<file path="src/rtl/fft_pkg.sv">
// Shared FFT constants, reader state encoding and address helpers.
// Used by the address generator, butterfly write path and result reader.
package fft_pkg;

  localparam int N_LOG2 = 5;
  localparam int N      = 1 << N_LOG2;
  localparam int DATA_W = 32;

  typedef enum logic [1:0] {
    IDLE,
    READ,
    DRAIN,
    DONE
  } rd_state_e;

  function automatic logic [N_LOG2-1:0] bitrev(
    input logic [N_LOG2-1:0] k
  );
    logic [N_LOG2-1:0] r;
    for (int i = 0; i < N_LOG2; i++) begin
      r[i] = k[N_LOG2-1-i];
    end
    return r;
  endfunction

endpackage

</file>
<file path="src/rtl/fft_result_reader_skid.sv">
// Two-entry FIFO that holds returning memory words for the output stream.
// Occupancy is exported so the reader can meter its read credits.
module skid_fifo_2 #(
  parameter int W = 38
) (
  input  logic         clk,
  input  logic         clr,
  input  logic         push_i,
  input  logic [W-1:0] din_i,
  input  logic         pop_i,
  output logic [W-1:0] dout_o,
  output logic         valid_o,
  output logic [1:0]   count_o
);

  logic [W-1:0] mem_q [2];
  logic         wr_q;
  logic         rd_q;
  logic [1:0]   cnt_q;
  logic         do_push;
  logic         do_pop;

  assign do_pop  = pop_i & (cnt_q != 2'd0);
  assign do_push = push_i & ((cnt_q != 2'd2) | do_pop);
  assign valid_o = (cnt_q != 2'd0);
  assign count_o = cnt_q;
  assign dout_o  = valid_o ? mem_q[rd_q] : '0;

  // Storage, pointers and count; clear empties everything.
  always_ff @(posedge clk) begin
    if (clr) begin
      mem_q[0] <= '0;
      mem_q[1] <= '0;
      wr_q     <= 1'b0;
      rd_q     <= 1'b0;
      cnt_q    <= 2'd0;
    end else begin
      if (do_push) begin
        mem_q[wr_q] <= din_i;
        wr_q        <= ~wr_q;
      end
      if (do_pop) begin
        rd_q <= ~rd_q;
      end
      cnt_q <= cnt_q + {1'b0, do_push} - {1'b0, do_pop};
    end
  end

endmodule

</file>
<file path="src/rtl/fft_result_reader.sv">
// Streams the final FFT bank out in natural bin order.
// Reads bit-reversed addresses, metered by a 2-word credit.
module fft_result_reader
  import fft_pkg::*;
#(
  parameter int N_LOG2 = fft_pkg::N_LOG2,
  parameter int DATA_W = fft_pkg::DATA_W
) (
  input  logic              clk,
  input  logic              clr,
  input  logic              fft_done,
  input  logic              bank_select,
  output logic              rd_en,
  output logic [N_LOG2-1:0] rd_addr,
  output logic              rd_bank,
  input  logic [DATA_W-1:0] rd_data,
  output logic [DATA_W-1:0] out_data,
  output logic [N_LOG2-1:0] out_index,
  output logic              out_valid,
  input  logic              out_ready,
  output logic              out_last,
  output logic              busy,
  output logic              read_done
);

  localparam int W = 1 + N_LOG2 + DATA_W;
  localparam logic [N_LOG2-1:0] KMAX = '1;

  rd_state_e         state_q, state_d;
  logic [N_LOG2-1:0] k_q, k_d;
  logic [N_LOG2-1:0] tag_q;
  logic [N_LOG2-1:0] rev;
  logic              bank_q, bank_d;
  logic              done_q;
  logic              infl_q;
  logic              trig;
  logic              pop;
  logic              credit_ok;
  logic [1:0]        occ;
  logic [W-1:0]      fifo_din;
  logic [W-1:0]      fifo_dout;

  assign trig = fft_done & ~done_q;
  assign pop  = out_valid & out_ready;

  assign credit_ok = ({1'b0, occ} + {2'b0, infl_q})
                   < (3'd2 + {2'b0, pop});

  // Bit-reverse the issue counter to form the read address.
  always_comb begin
    rev = '0;
    for (int i = 0; i < N_LOG2; i++) begin
      rev[i] = k_q[N_LOG2-1-i];
    end
  end

  assign rd_en     = (state_q == READ) & credit_ok;
  assign rd_addr   = rd_en ? rev : '0;
  assign rd_bank   = bank_q;
  assign busy      = (state_q == READ) | (state_q == DRAIN);
  assign read_done = (state_q == DONE);

  assign fifo_din = {(tag_q == KMAX), tag_q, rd_data};

  skid_fifo_2 #(
    .W(W)
  ) u_skid (
    .clk    (clk),
    .clr    (clr),
    .push_i (infl_q),
    .din_i  (fifo_din),
    .pop_i  (pop),
    .dout_o (fifo_dout),
    .valid_o(out_valid),
    .count_o(occ)
  );

  assign out_last  = fifo_dout[W-1];
  assign out_index = fifo_dout[W-2 -: N_LOG2];
  assign out_data  = fifo_dout[DATA_W-1:0];

  // Next state, issue counter and bank latch.
  always_comb begin
    state_d = state_q;
    k_d     = k_q;
    bank_d  = bank_q;
    unique case (state_q)
      IDLE: begin
        if (trig) begin
          state_d = READ;
          k_d     = '0;
          bank_d  = bank_select;
        end
      end
      READ: begin
        if (rd_en) begin
          k_d = k_q + 1'b1;
          if (k_q == KMAX) begin
            state_d = DRAIN;
          end
        end
      end
      DRAIN: begin
        if (pop & out_last) begin
          state_d = DONE;
        end
      end
      DONE: begin
        state_d = IDLE;
      end
      default: begin
        state_d = IDLE;
      end
    endcase
  end

  // State, edge-detect copy, in-flight flag and read tag.
  always_ff @(posedge clk) begin
    if (clr) begin
      state_q <= IDLE;
      k_q     <= '0;
      bank_q  <= 1'b0;
      done_q  <= 1'b0;
      infl_q  <= 1'b0;
      tag_q   <= '0;
    end else begin
      state_q <= state_d;
      k_q     <= k_d;
      bank_q  <= bank_d;
      done_q  <= fft_done;
      infl_q  <= rd_en;
      if (rd_en) begin
        tag_q <= k_q;
      end
    end
  end

endmodule

</file>
<file path="config.mk">
export PLATFORM = sky130hd
export DESIGN_NAME = fft_result_reader
export DESIGN_NICKNAME = d
export VERILOG_FILES = /design/src/rtl/fft_pkg.sv /design/src/rtl/fft_result_reader_skid.sv /design/src/rtl/fft_result_reader.sv
export SDC_FILE = /design/constraint.sdc
export NUM_CORES = 1
export LEC_CHECK = 0
export BUFFER_PORTS_ARGS = -buffer_cell sky130_fd_sc_hd__buf_2
export CORE_MARGIN = 2
export CORE_UTILIZATION = 53
export CTS_CLUSTER_SIZE = 40
export DETAILED_ROUTE_END_ITERATION = 7
export PLACE_DENSITY = 0.78
export SLEW_MARGIN = 20
export SYNTH_ARGS = -nofsm -noshare
export SYNTH_HDL_FRONTEND = slang
export SYNTH_SLANG_ARGS = --single-unit
export TNS_END_PERCENT = 1
</file>
<file path="constraint.sdc">
create_clock -name clk -period 8.9 [get_ports clk]
set_input_delay 1.335 -clock clk [delete_from_list [all_inputs] [get_ports clk]]
set_output_delay 1.335 -clock clk [all_outputs]
set_load 0.02 [all_outputs]
</file>
==> impl_metrics.csv <==
group,metric,value,unit
status,status,"completed",
drt,initialDrtViolationCount,137,
die,die-width,95.4,um
sta,fin_skew,6.55,ps
finish,diodes,0,
sta,fin_tns_setup,0,ps
finish,syn_to_final_growth,16.3,%
finish,drive_above_1_share,0.253,
drt,drc_errors,0,
power_and_ir_drop,total_power,1.28,mW
drt,vias,2818,
sta,fin_crit,3760,ps
grt,grt_pass1_vias,2632,
yosys,ys_top_cells_by_area,"edfxtp_1 52%, and2_1 11%, dfxtp_1 9.0%",
critical_path,cp-end-kind,"primary output",
clocking,cts_resized,0,
placement,dp_cells,543,
die,rows,33,
job,drv_cap,0,
drt,viasPerCell,5.03,
sta,layout_setup_ws,5140,ps
yosys,synth_fp_nets,417,
yosys,post-synth-top-count-cell,"edfxtp_1",
power_and_ir_drop,p_seq_frac,0.446,
clocking,clock_path_buffers,2,
clocking,clk_pin_slew,90,ps
grt,grt_start_max_net_pins,40,
critical_path,setup.worst_path.start_class,"input pin",
yosys,synth-edff-count,76,
sta,finalSetupViolCount,0,
clocking,cts_htree_levels,3,
die,die-area,9090,um2
placement,numPortBuffers,84,
yosys,avgSynthCellArea,12.0,um2
sta,report.final.slew_viol_count,0,
drt,antenna_left,0,
yosys,synth.distinct_cells,34,
clocking,clk_latency,350,ps
sta,max_slew.worst_pin.slew,902,ps
yosys,synthCells,369,
critical_path,slowest_stage,"inv_1",
die,chipHeight,95.4,um
die,pin_count,85,
sta,period_share,0.423,
die,core-area,8130,um2
critical_path,required,7570,ps
sta,slew_headroom,0.397,
clocking,cts_hold_buffers,0,
sta,hold_violations,0,
clocking,root_buffer,"clkbuf_8",
drt,wirelength,7770,um
yosys,synth_area,4420,um2
critical_path,arrival,2430,ps
power_and_ir_drop,power_density,250,nW/um2
power_and_ir_drop,intPower,0.829,mW
yosys,ys_seq_area_frac,0.606,
power_and_ir_drop,power_frac_comb,0.339,
finish,final_cells,560,
critical_path,path_cells,"buf_2, o21ai_2, o21ai_4, nand2_1, inv_1, nand2_1, inv_1, buf_2",
power_and_ir_drop,power.switching,0.455,mW
sta,rsz0062_at_grt,"no",
power_and_ir_drop,ir_worst_vdd,0.176,mV
min_path,hold_class,"flop to flop",
yosys,ys_warn_count,0,
power_and_ir_drop,clkPwrFrac,0.215,
finish,nets,498,
yosys,ys.flop_type,"edfxtp_1",
power_and_ir_drop,switching_share,0.354,
grt,grt_util_all_layers,0.177,
die,start_util,0.544,
yosys,synth_top_cell_by_area,"edfxtp_1",
yosys,synth_common_cells,"76 x edfxtp_1, 75 x and2_1, 52 x nor2_1",
placement,dp_slack,5160,ps
critical_path,cp_max_fo,7,
clocking,cts_sinks,96,
critical_path,slowest_delay,190,ps
yosys,synthArstFlopShare,0,
yosys,synthDominantCellAreaShare,0.516,
power_and_ir_drop,p_leak,2.18,nW
drt,first_pass_iters,4,
grt,grt_first_pass_wirelength,12200,um
clocking,cts_buffers,9,
grt,grt-ovfl-total,0,
grt,antenna_found_initial,0,
placement,hpwlAfterDp,5080,um
clocking,cts_tree,"done",
clocking,post_cts_buffers,0,
placement,place.gp.congestion,0.847,
drt,wire_per_inst,13.9,um
yosys,ys_ff_latch,96,
critical_path,crit_type,"input pin to primary output",
sta,clock.fmax,0.266,GHz
==> layout make-up <==
cell class | count | area, um2
Inverter | 21 | 78.8
Multi-Input combinational cell | 234 | 1600
Sequential cell | 96 | 2680
Clock inverter | 6 | 68.8
Clock buffer | 10 | 128
Fill cell | 624 | 2990
Timing Repair Buffer | 88 | 458
Tap cell | 105 | 131
==> registers in the layout, indices dropped and copies added (netlist names), named ones only <==
register,cells
u_skid.mem_q,76
k_q,5
tag_q,5
state_q,2
u_skid.count_o,2
done_q,1
infl_q,1
rd_bank,1
u_skid.rd_q,1
u_skid.wr_q,1
==> power by group through the flow <==
| stage | logic [mW] | registers [mW] | clock network [mW] |
|---|---|---|---|
| after global placement | 0.429 | 0.581 | 0 |
| after CTS | 0.441 | 0.573 | 0.283 |
| after detailed placement | 0.439 | 0.584 | 0 |
| after floorplan | 0.324 | 0.578 | 0 |
| final | 0.435 | 0.573 | 0.276 |
| after global routing | 0.477 | 0.579 | 0.300 |
==> kinds of logic after synthesis <==
| group | synth area share |
|---|---|
| muxes | 0.0905 |
| and+or+nand+nor | 0.184 |
| adders and majority gates | 0.0311 |
| buffers and inverters | 0.0387 |
| xor gates and xnor gates | 0.00792 |
| DFF | 0.606 |
| AOI/OAI and AO/OA | 0.0416 |
==> per-layer routing <==
| metal | share of wire | global-route usage | up-vias |
|---|---|---|---|
| met5 | 0 | 0 | - |
| met1 | 0.43 | 0.225 | 1311 |
| met3 | 0.049 | 0.0308 | 17 |
| met4 | 0.022 | 0.0761 | 0 |
| met2 | 0.50 | 0.298 | 77 |
| li1 | - | - | 1413 |
==> metrics by stage <==
stage	hold slack (ps)	utilization	cell area, um2
5_1_grt	531	0.633	5140
2_1_floorplan	449	-	4420
6_report	501	0.633	5140
3_5_place_dp	485	0.607	4930
4_1_cts	501	0.631	5130
3_3_place_gp	481	0.607	4930
==> cell usage in the layout, fill, tap and decap left out, types with 2 or more instances in the layout <==
cell type	count
o21ai_4	2
a22oi_1	2
nand3_1	3
xnor2_1	2
and3_1	2
dfxtp_1	19
a21oi_1	8
nand2_1	15
clkinv_4	2
ha_1	11
xor2_1	2
mux2i_1	40
buf_4	3
nand2b_1	2
nor2b_1	2
edfxtp_1	76
o21ai_0	2
buf_2	84
clkbuf_8	9
a31oi_1	2
and2_1	75
nor2_1	51
inv_1	21
==> path summary, 6_finish.rpt <==
check                         to  cells past startpoint  slack (ps)         startpoint
max reg2reg  u_skid.mem_q[1][13]                      6        6470  u_skid.count_o[1]
min                      rd_bank                      2         500            rd_bank
max                   rd_addr[4]                      8        5140          out_ready
min reg2reg              rd_bank                      2         500            rd_bank
==> worst max-delay path, delay by kind of cell <==
kind / cells / cell delay (ps)
buffers and inverters: 4 / 530
AOI/OAI and AO/OA: 2 / 290
and+or+nand+nor: 2 / 270
No activity file was read; power rests on OpenSTA's default activity.
